`config.mk`:
```
export PLATFORM = sky130hd
export DESIGN_NAME = rtc_bus_master
export DESIGN_NICKNAME = d
export VERILOG_FILES = /design/src/rtl/rtc_bus_master.sv
export SDC_FILE = /design/constraint.sdc
export NUM_CORES = 1
export LEC_CHECK = 0
export ABC_AREA = 1
export CORE_MARGIN = 2
export CORE_UTILIZATION = 53
export DETAILED_ROUTE_END_ITERATION = 8
export HOLD_SLACK_MARGIN = 0.08
export PLACE_DENSITY_LB_ADDON = 0.15
export SLEW_MARGIN = 10
export SYNTH_ARGS = -nofsm -noshare
export SYNTH_HDL_FRONTEND = slang
export SYNTH_SLANG_ARGS = --single-unit
export TNS_END_PERCENT = 100
```
`constraint.sdc`:
```
create_clock -name clk -period 3.31 [get_ports clk]
set_clock_uncertainty 0.05 [all_clocks]
set_input_delay 0.4965 -clock clk [delete_from_list [all_inputs] [get_ports clk]]
set_output_delay 0.4965 -clock clk [all_outputs]
set_load 0.005 [all_outputs]
```
`src/rtl/rtc_bus_master.sv`:
```
// rtc_bus_master: drives an external RTC chip over a multiplexed 8-bit
// address/data bus. A write request pushes the registers selected by
// habilita to the chip in ascending index order. A read request fetches all
// nine chip registers and publishes them together on the *le outputs.
// Optional build macro: RTC_XFER_CMD_EN appends an address-only access to
// ADDR_XFER after every write sequence that moved at least one register.
//
// Handshake: start_wr/start_rd are one-cycle requests that are only honoured
// while busy=0. busy rises on the edge that accepts a request and falls on
// the edge that returns to IDLE. listo_es pulses for exactly one cycle when
// the sequence completes. start_wr wins if both requests arrive together.
module rtc_bus_master #(
    parameter int         T_PH      = 2,
    parameter logic [7:0] ADDR_XFER = 8'hF0
) (
    input  logic       clk,
    input  logic       reset,
    input  logic       start_wr,
    input  logic       start_rd,
    input  logic [8:0] habilita,
    input  logic [7:0] ano,
    input  logic [7:0] mes,
    input  logic [7:0] dia,
    input  logic [7:0] hora,
    input  logic [7:0] min,
    input  logic [7:0] seg,
    input  logic [7:0] ht,
    input  logic [7:0] mt,
    input  logic [7:0] st,
    output logic [7:0] anole,
    output logic [7:0] mesle,
    output logic [7:0] diale,
    output logic [7:0] horale,
    output logic [7:0] minle,
    output logic [7:0] segle,
    output logic [7:0] htle,
    output logic [7:0] mtle,
    output logic [7:0] stle,
    output logic       listo_es,
    output logic       busy,
    output logic [7:0] ad_out,
    output logic       ad_oe,
    input  logic [7:0] ad_in,
    output logic       cs_n,
    output logic       rd_n,
    output logic       wr_n,
    output logic       a_d,
    output logic [3:0] state_dbg
);

    localparam int CW = (T_PH > 1) ? $clog2(T_PH) : 1;
    localparam logic [CW-1:0] PH_LAST = CW'(T_PH - 1);

    typedef enum logic [3:0] {
        S_IDLE        = 4'd0,
        S_ADDR_SETUP  = 4'd1,
        S_ADDR_STROBE = 4'd2,
        S_ADDR_HOLD   = 4'd3,
        S_DATA_SETUP  = 4'd4,
        S_DATA_STROBE = 4'd5,
        S_DATA_HOLD   = 4'd6,
        S_GAP         = 4'd7,
        S_DONE        = 4'd8
    } state_t;

    state_t          state_q, state_d;
    logic [CW-1:0]   ph_q, ph_d;
    logic [3:0]      idx_q, idx_d;
    logic            op_rd_q, op_rd_d;
    logic            xfer_q, xfer_d;
    logic [8:0]      mask_q, mask_d;
    logic [8:0][7:0] wdata_q, wdata_d;
    logic [8:0][7:0] shadow_q, shadow_d;
    logic [8:0][7:0] rb_q, rb_d;

    logic [8:0][7:0] wdata_in;
    logic            phase_state;
    logic            phase_last;
    logic [4:0]      first_sel;
    logic [4:0]      next_idx;

    // Chip register address for each index (time block, then timer block).
    function automatic logic [7:0] addr_of(input logic [3:0] idx);
        logic [7:0] a;
        case (idx)
            4'd0:    a = 8'h21;
            4'd1:    a = 8'h22;
            4'd2:    a = 8'h23;
            4'd3:    a = 8'h24;
            4'd4:    a = 8'h25;
            4'd5:    a = 8'h26;
            4'd6:    a = 8'h41;
            4'd7:    a = 8'h42;
            4'd8:    a = 8'h43;
            default: a = 8'h00;
        endcase
        return a;
    endfunction

    // Lowest set mask bit at or above 'from'; bit 4 of the result flags a hit.
    function automatic logic [4:0] next_sel(input logic [8:0] m, input logic [3:0] from);
        logic [4:0] r;
        r = 5'd0;
        for (int i = 8; i >= 0; i--) begin
            if (m[i] && (4'(i) >= from)) r = {1'b1, 4'(i)};
        end
        return r;
    endfunction

    assign wdata_in    = {ht, mt, st, ano, mes, dia, hora, min, seg};
    assign phase_state = (state_q != S_IDLE) && (state_q != S_GAP) && (state_q != S_DONE);
    assign phase_last  = (ph_q == PH_LAST);
    assign first_sel   = next_sel(habilita, 4'd0);
    assign next_idx    = next_sel(mask_q, idx_q + 4'd1);

    // State and datapath registers; reset puts the bus straight back to idle.
    always_ff @(posedge clk or negedge reset) begin
        if (!reset) begin
            state_q  <= S_IDLE;
            ph_q     <= '0;
            idx_q    <= '0;
            op_rd_q  <= 1'b0;
            xfer_q   <= 1'b0;
            mask_q   <= '0;
            wdata_q  <= '0;
            shadow_q <= '0;
            rb_q     <= '0;
        end else begin
            state_q  <= state_d;
            ph_q     <= ph_d;
            idx_q    <= idx_d;
            op_rd_q  <= op_rd_d;
            xfer_q   <= xfer_d;
            mask_q   <= mask_d;
            wdata_q  <= wdata_d;
            shadow_q <= shadow_d;
            rb_q     <= rb_d;
        end
    end

    // Next-state: phase timing, index walk, snapshot, capture and publish.
    always_comb begin
        state_d  = state_q;
        ph_d     = ph_q;
        idx_d    = idx_q;
        op_rd_d  = op_rd_q;
        xfer_d   = xfer_q;
        mask_d   = mask_q;
        wdata_d  = wdata_q;
        shadow_d = shadow_q;
        rb_d     = rb_q;

        if (phase_state) begin
            ph_d = phase_last ? '0 : ph_q + 1'b1;
        end

        case (state_q)
            S_IDLE: begin
                ph_d   = '0;
                xfer_d = 1'b0;
                if (start_wr || start_rd) begin
                    wdata_d = wdata_in;
                    op_rd_d = !start_wr;
                    mask_d  = start_wr ? habilita : 9'h1FF;
                end
                if (start_wr) begin
                    if (first_sel[4]) begin
                        idx_d   = first_sel[3:0];
                        state_d = S_ADDR_SETUP;
                    end else begin
                        state_d = S_DONE;
                    end
                end else if (start_rd) begin
                    idx_d   = 4'd0;
                    state_d = S_ADDR_SETUP;
                end
            end
            S_ADDR_SETUP:  if (phase_last) state_d = S_ADDR_STROBE;
            S_ADDR_STROBE: if (phase_last) state_d = S_ADDR_HOLD;
            S_ADDR_HOLD:   if (phase_last) state_d = xfer_q ? S_GAP : S_DATA_SETUP;
            S_DATA_SETUP:  if (phase_last) state_d = S_DATA_STROBE;
            S_DATA_STROBE: begin
                if (phase_last) begin
                    state_d = S_DATA_HOLD;
                    if (op_rd_q) shadow_d[idx_q] = ad_in;
                end
            end
            S_DATA_HOLD:   if (phase_last) state_d = S_GAP;
            S_GAP: begin
                if (next_idx[4]) begin
                    idx_d   = next_idx[3:0];
                    state_d = S_ADDR_SETUP;
                end
`ifdef RTC_XFER_CMD_EN
                else if (!op_rd_q && !xfer_q) begin
                    xfer_d  = 1'b1;
                    state_d = S_ADDR_SETUP;
                end
`endif
                else begin
                    state_d = S_DONE;
                    if (op_rd_q) rb_d = shadow_q;
                end
            end
            S_DONE:  state_d = S_IDLE;
            default: state_d = S_IDLE;
        endcase
    end

    // Bus drive decoded from the current state; idle values outside a sequence.
    always_comb begin
        cs_n   = 1'b1;
        rd_n   = 1'b1;
        wr_n   = 1'b1;
        a_d    = 1'b1;
        ad_oe  = 1'b0;
        ad_out = 8'h00;
        case (state_q)
            S_ADDR_SETUP, S_ADDR_STROBE, S_ADDR_HOLD: begin
                cs_n   = 1'b0;
                a_d    = 1'b0;
                ad_oe  = 1'b1;
                ad_out = xfer_q ? ADDR_XFER : addr_of(idx_q);
                wr_n   = (state_q != S_ADDR_STROBE);
            end
            S_DATA_SETUP, S_DATA_STROBE, S_DATA_HOLD: begin
                cs_n = 1'b0;
                a_d  = 1'b1;
                if (op_rd_q) begin
                    rd_n = (state_q != S_DATA_STROBE);
                end else begin
                    ad_oe  = 1'b1;
                    ad_out = wdata_q[idx_q];
                    wr_n   = (state_q != S_DATA_STROBE);
                end
            end
            default: ;
        endcase
    end

    assign listo_es  = (state_q == S_DONE);
    assign busy      = (state_q != S_IDLE);
    assign state_dbg = state_q;

    assign segle  = rb_q[0];
    assign minle  = rb_q[1];
    assign horale = rb_q[2];
    assign diale  = rb_q[3];
    assign mesle  = rb_q[4];
    assign anole  = rb_q[5];
    assign stle   = rb_q[6];
    assign mtle   = rb_q[7];
    assign htle   = rb_q[8];

endmodule
```
# [After elaboration in Yosys (flattened, before gate mapping)]
# Memory sizes are Yosys's and may differ from the RTL's.
# Cells that the tools add are included.
[classes] n_addsub=2 magnitude_cmp=11 n_eq_ne=21 mux=53 bitwise_logic=1 n_reduce_logical=26
[op_table] cell="$mux 5" n=18
[op_table] cell="$bwmux 72" n=1
[op_table] cell="$mux 4" n=14
[op_table] cell="$bmux 8 s4" n=1
[op_table] cell="$demux 8 s4" n=1
[op_table] cell="$pmux 4 s8" n=1
[op_table] cell="$mux 8" n=3
[op_table] cell="$eq 4x3->1 const B" n=4
[op_table] cell="$ge 3x4->1 const A" n=4
[op_table] cell="$pmux 8 s2" n=1
[op_table] cell="$ne 2x2->1 const B" n=7
[op_table] cell="$logic_and 1x1->1" n=12
[op_table] cell="$mux 1" n=9
[op_table] cell="$mux 9" n=1
[op_table] cell="$eq 4x2->1 const B" n=2
[op_table] cell="$ge 1x4->1 const A" n=2
[op_table] cell="$ge 2x4->1 const A" n=2
[op_table] cell="$ne 4x3->1 const B" n=2
[op_table] cell="$pmux 4 s2" n=1
[op_table] cell="$reduce_and 7->1" n=1
[op_table] cell="$ne 3x3->1 const B" n=2
[op_table] cell="$reduce_and 3->1" n=2
[op_table] cell="$reduce_or 3->1" n=2
[op_table] cell="$reduce_or 6->1" n=1
[op_table] cell="18 further kinds" n=20
[totals] reg_bits=235 mem_bits_ro=80 in_bits=93 out_inout_bits=91 elab_cells=147 n_memories=1
[memory_table] memory="(name not given)" words=16 width=5 rd=1 rd_clocked_by_memory_dff=0 wr=0 line_no="85" source="case (idx)"

# [Longest topological paths before layout]
[logic_depth] depth_word=14 depth_mapped=18 depth_no_buf=16

# [Worst setup path after synthesis]
# No wires, ideal clock.
[synth_path] path_kind="register to register" startpoint="reg idx_q[0]" endpoint="reg rb_q (netlist bit minle[6])" setup_ns=0.130 t_arrival_ns=2.410 required_ns=3.130 path_slack_ns=0.720 path_stages_with_launch=18 path_buffers=4 synth_period_minus_slack_ns=2.590 cell_sequence="dfrtp_1 buf_2 inv_1 clkbuf_1 ha_1 inv_1 nor2_1 nand3_1 nand3_1 nand2_1 nor2_2 nand3_2 inv_2 nand3_4 buf_6 buf_6 nand2_1 o21ai_1"
[synth_between] elab_chain_cells=14 word_cells_on_any_way=30 cone_classes="1 x add/sub; 9 x order compare; 9 x mux; 1 x bitwise; 10 x reduce/logical"
[synth_rtl] element="start: declaration" line_no="68" source="logic [3:0] idx_q, idx_d;"
[synth_rtl] element="start signal: assignment" line_no="131" source="idx_q <= idx_d;"
[synth_rtl] element="$add 4x1->4 *" line_no="114" source="assign next_idx = next_sel(mask_q, idx_q + 4'd1);"
[synth_rtl] element="$ge 4x4->1" line_no="105" source="if (m[i] && (4'(i) >= from)) r = {1'b1, 4'(i)};"
[synth_rtl] element="$logic_and 1x1->1" line_no="105"
[synth_rtl] element="$mux 5 (8 in series)" line_no="105"
[synth_rtl] element="$mux 5 *" line_no="105"
[synth_rtl] element="$not 1->1 (no line) *"
[synth_rtl] element="$reduce_and 3->1 (no line) *"
[synth_rtl] element="end signal: assignment" line_no="137" source="rb_q <= rb_d;"
[synth_rtl] element="end: declaration" line_no="74" source="logic [8:0][7:0] rb_q, rb_d;"
# Every way passes the cells marked *; elsewhere a longest branch is shown, timed or not.
# A chain may end at the register's enable or synchronous reset.

# [Worst setup path after layout]
[layout_path] startpoint="reg idx_q[0]" endpoint="out ad_out[2]"
[layout_between] elab_chain_cells=4 word_cells_on_any_way=5 cone_classes="4 x mux; 1 x memory"
[layout_rtl] element="$bmux 8 s4" line_no="233" source="ad_out = wdata_q[idx_q];"
[layout_rtl] element="$mux 8 (not written as such)" line_no="233"
[layout_rtl] element="$mux 8" line_no="229" source="if (op_rd_q) begin"
[layout_rtl] element="$pmux 8 s2 *" line_no="218" source="case (state_q)"
[layout_rtl] element="end: declaration" line_no="41" source="output logic [7:0] ad_out,"
# Every way passes the cells marked *; elsewhere a longest branch is shown, timed or not. The select of a mux whose other input is x is not followed.

==> impl_metrics.py <==
metrics = {
    "layout": {
        "diodes": 0,
        "final-seq-area_mm2": 0.00588,
        "utilization_pct": 69.8,
        "final_layout_size_suffix_gt1_share_pct": 12.4,
        "mostFrequentLayoutCells": "dfrtp_1 (232), nand2_1 (213), clkdlybuf4s50_1 (182), o21ai_0 (132), inv_1 (119)",
        "multiInputGateArea_mm2": 0.00349,
        "finalNetCount": 1317,
        "area_growth_pct": 29.6,
        "final_common_cell": "dfrtp_1",
        "nFillCells": 1460,
    },
    "sta": {
        "hold_slack_ns": 0.403,
        "max_slew_margin_pct": 35.1,
        "max_clock_freq_ghz": 0.305,
        "worst_pin_slew_ns": 0.966,
        "layout_setup_ws_ns": 0.0261,
        "fin_crit_ns": 3.28,
        "hold_violations": 0,
        "period_share_pct": 99.2,
        "rsz0062_at_grt": "yes",
        "report.final.slew_viol_count": 0,
        "finalSetupViolCount": 0,
        "fin_tns_setup_ns": 0,
    },
    "power": {
        "peakVddDrop_mv": 0.548,
        "power_uw": 9920,
        "p_per_area_mw_per_mm2": 760,
        "p_leak_uw": 0.00656,
    },
    "clock_network": {
        "cts_tree": "yes",
        "root_buffer": "clkbuf_16",
        "cts_buffers": 24,
        "cts.sinks": 235,
        "cts_buffer_depth": 3,
        "path_clk_slew_ns": 0.06,
        "h-tree-depth": 1,
        "clk_latency_ns": 0.51,
    },
    "routing": {
        "ant_nets": 0,
        "vias": 7690,
        "first_pass_iters": 6,
        "vias_per_cell": 5.23,
        "drc": 0,
        "routed_wl_mm": 23.9,
        "drt_iter0_drc": 466,
        "avgRoutedWirePerCell_um": 16.2,
    },
    "floorplan": {
        "rows": 50,
        "die_area_mm2": 0.0201,
        "fp.dieW_um": 142,
        "coreArea_mm2": 0.0187,
        "ios": 184,
        "start_util_pct": 53.8,
        "fp.dieH_um": 142,
    },
    "placed_design": {
        "io_buffer_count": 183,
        "dp_slack_ns": 0.359,
        "post-dp-hpwl_mm": 16.5,
        "place.gp.congestion": 0.858,
    },
    "synth": {
        "postSynthCellCount": 1040,
        "yosysTopAreaCell": "dfrtp_1",
        "synth_flop_cell": "dfrtp_1",
        "synth_edf_count": 0,
        "ys_seq_elements": 235,
        "synth.distinct_cells": 36,
        "synth_top_area_share_pct": 58.4,
        "yosysWarnings": 0,
        "async_flop_share_pct": 100,
        "synth_area_mm2": 0.0101,
        "ys_seq_area_share_pct": 58.4,
        "synthesis.nets": 1138,
        "netlist_top_cells_area": "dfrtp_1 (58%), mux2_2 (8.1%), nand2_1 (8.0%)",
        "avgSynthCellArea_um2": 9.68,
    },
    "critical_path": {
        "crit_family": "compound AO/OA/AOI/OAI gates",
        "r2r-start": "idx_q[1]",
        "path_class": "reg -> out",
        "critPathCaptureType": "output port",
        "crit_required_ns": 2.76,
        "cp-start-kind": "flop",
        "path_buf_inv": 3,
        "arrival_ns": 2.74,
        "crit_top_cell": "o22ai_1",
        "crit_slowest_cell": "clkdlybuf4s50_1",
        "crit_fanout": 32,
        "slowest_delay_ns": 0.55,
        "path_cells": "inv_2 > buf_12 > o21ai_0 > o22ai_1 > a21oi_1 > o21a_1 > o22ai_1 > clkdlybuf4s50_1",
        "setup.worst_path.start": "idx_q[0]",
    },
    "grt": {
        "grt_pass1_vias": 7595,
        "grt_pass1_wl_mm": 39.4,
        "track_usage_pct": 24.6,
        "grt-ovfl-total": 0,
        "grt_max_degree": 145,
        "antenna_found_initial": 1,
    },
    "flow_run": {
        "maxCapViolCount": 0,
    },
    "outcome": {
        "outcome": "finished, final reports clean",
    },
    "worst_hold_path": {
        "timing.hold.worst.class": "in -> async",
    },
}
synth_stat cells (2+ instances only):
master    number
o221ai_1       5
inv_2          3
nand2_2        5
nand4_1        3
mux2_2        72
nor3_1         3
a21oi_1       12
o21ai_2        2
buf_2          9
ha_1           5
o21ai_1       58
o22ai_1       13
nor2_1        58
o21ai_0      133
clkbuf_1      25
buf_6          9
a22oi_1       11
nand3_1       23
nand3_2        3
nor4_1         2
o21a_1         3
nor2_2         2
nand2_1      214
dfrtp_1      235
inv_1        121
sequential cells by signal, indices dropped and copies added, names as in the netlist:
signal and count:
shadow_q 72, wdata_q 72, mask_q 9, anole 8, diale 8, horale 8, htle 8, mesle 8
minle 8, mtle 8, segle 8, stle 8, idx_q 4, state_dbg 4, op_rd_q 1, ph_q 1
metal layers:
layer | routed length [um] | up-vias | global-route usage (%)
met3 | 1290 | 27 | 4.02
li1 | - | 3764 | -
met4 | 404 | 0 | 5.63
met1 | 11000 | 3675 | 35.6
met2 | 11200 | 224 | 39.7
met5 | 0 | - | 0
where the power goes:
| group | switching (uW) | internal (uW) |
|---|---|---|
| Combinational | 1490 | 1430 |
| Sequential | 449 | 3620 |
| Clock | 1100 | 1840 |
| Total | 3040 | 6880 |
cells by family (layout without fill, tap and decap cells):
logic type               after synthesis  in the layout  share of synthesized area (%)
AO/OA/AOI/OAI                        242            242                           12.9
multiplexers                          72             72                           8.05
flip-flops                           235            235                           58.4
adder cells (fa/ha/maj)                5              5                          0.621
AND/OR/NAND/NOR                      316            316                           12.8
buffers and inverters                170            367                           7.17
metrics by stage:
stage               area (um^2)  cells
floorplan                 10100   1040
global placement          12100   1423
detailed placement        12100   1423
CTS                       13000   1468
global route              13100   1471
finish                    13100   1471
area by class of cell:
type | count | area share (%)
clock buffer | 34 | 5.27
clock inverter | 10 | 1.43
inverter | 125 | 3.63
multi-input combinational | 635 | 26.7
sequential | 235 | 45.1
tap | 234 | 2.24
timing repair buffer | 198 | 15.6
timing repair:
item                       4_1_cts  5_1_grt
resized for setup                6        5
hold buffers                     1        0
setup endpoints to repair        6        5
pin swaps                        0        0
buffers inserted                 0        3
hold endpoints to repair        35        0
worst paths after layout:
| kind | to | slack (ns) | depth (start not counted) |
|---|---|---|---|
| worst min-delay path | stle[1] | 0.40 | 2 |
| max in group asynchronous | idx_q[2] | 1.99 | 3 |
| worst max register to register | mesle[5] | 0.57 | 15 |
| worst min register to register | stle[3] | 0.43 | 2 |
| min in group clk | stle[3] | 0.43 | 2 |
| worst max-delay path | ad_out[2] | 0.03 | 8 |
(Power assumes the default switching activity.)
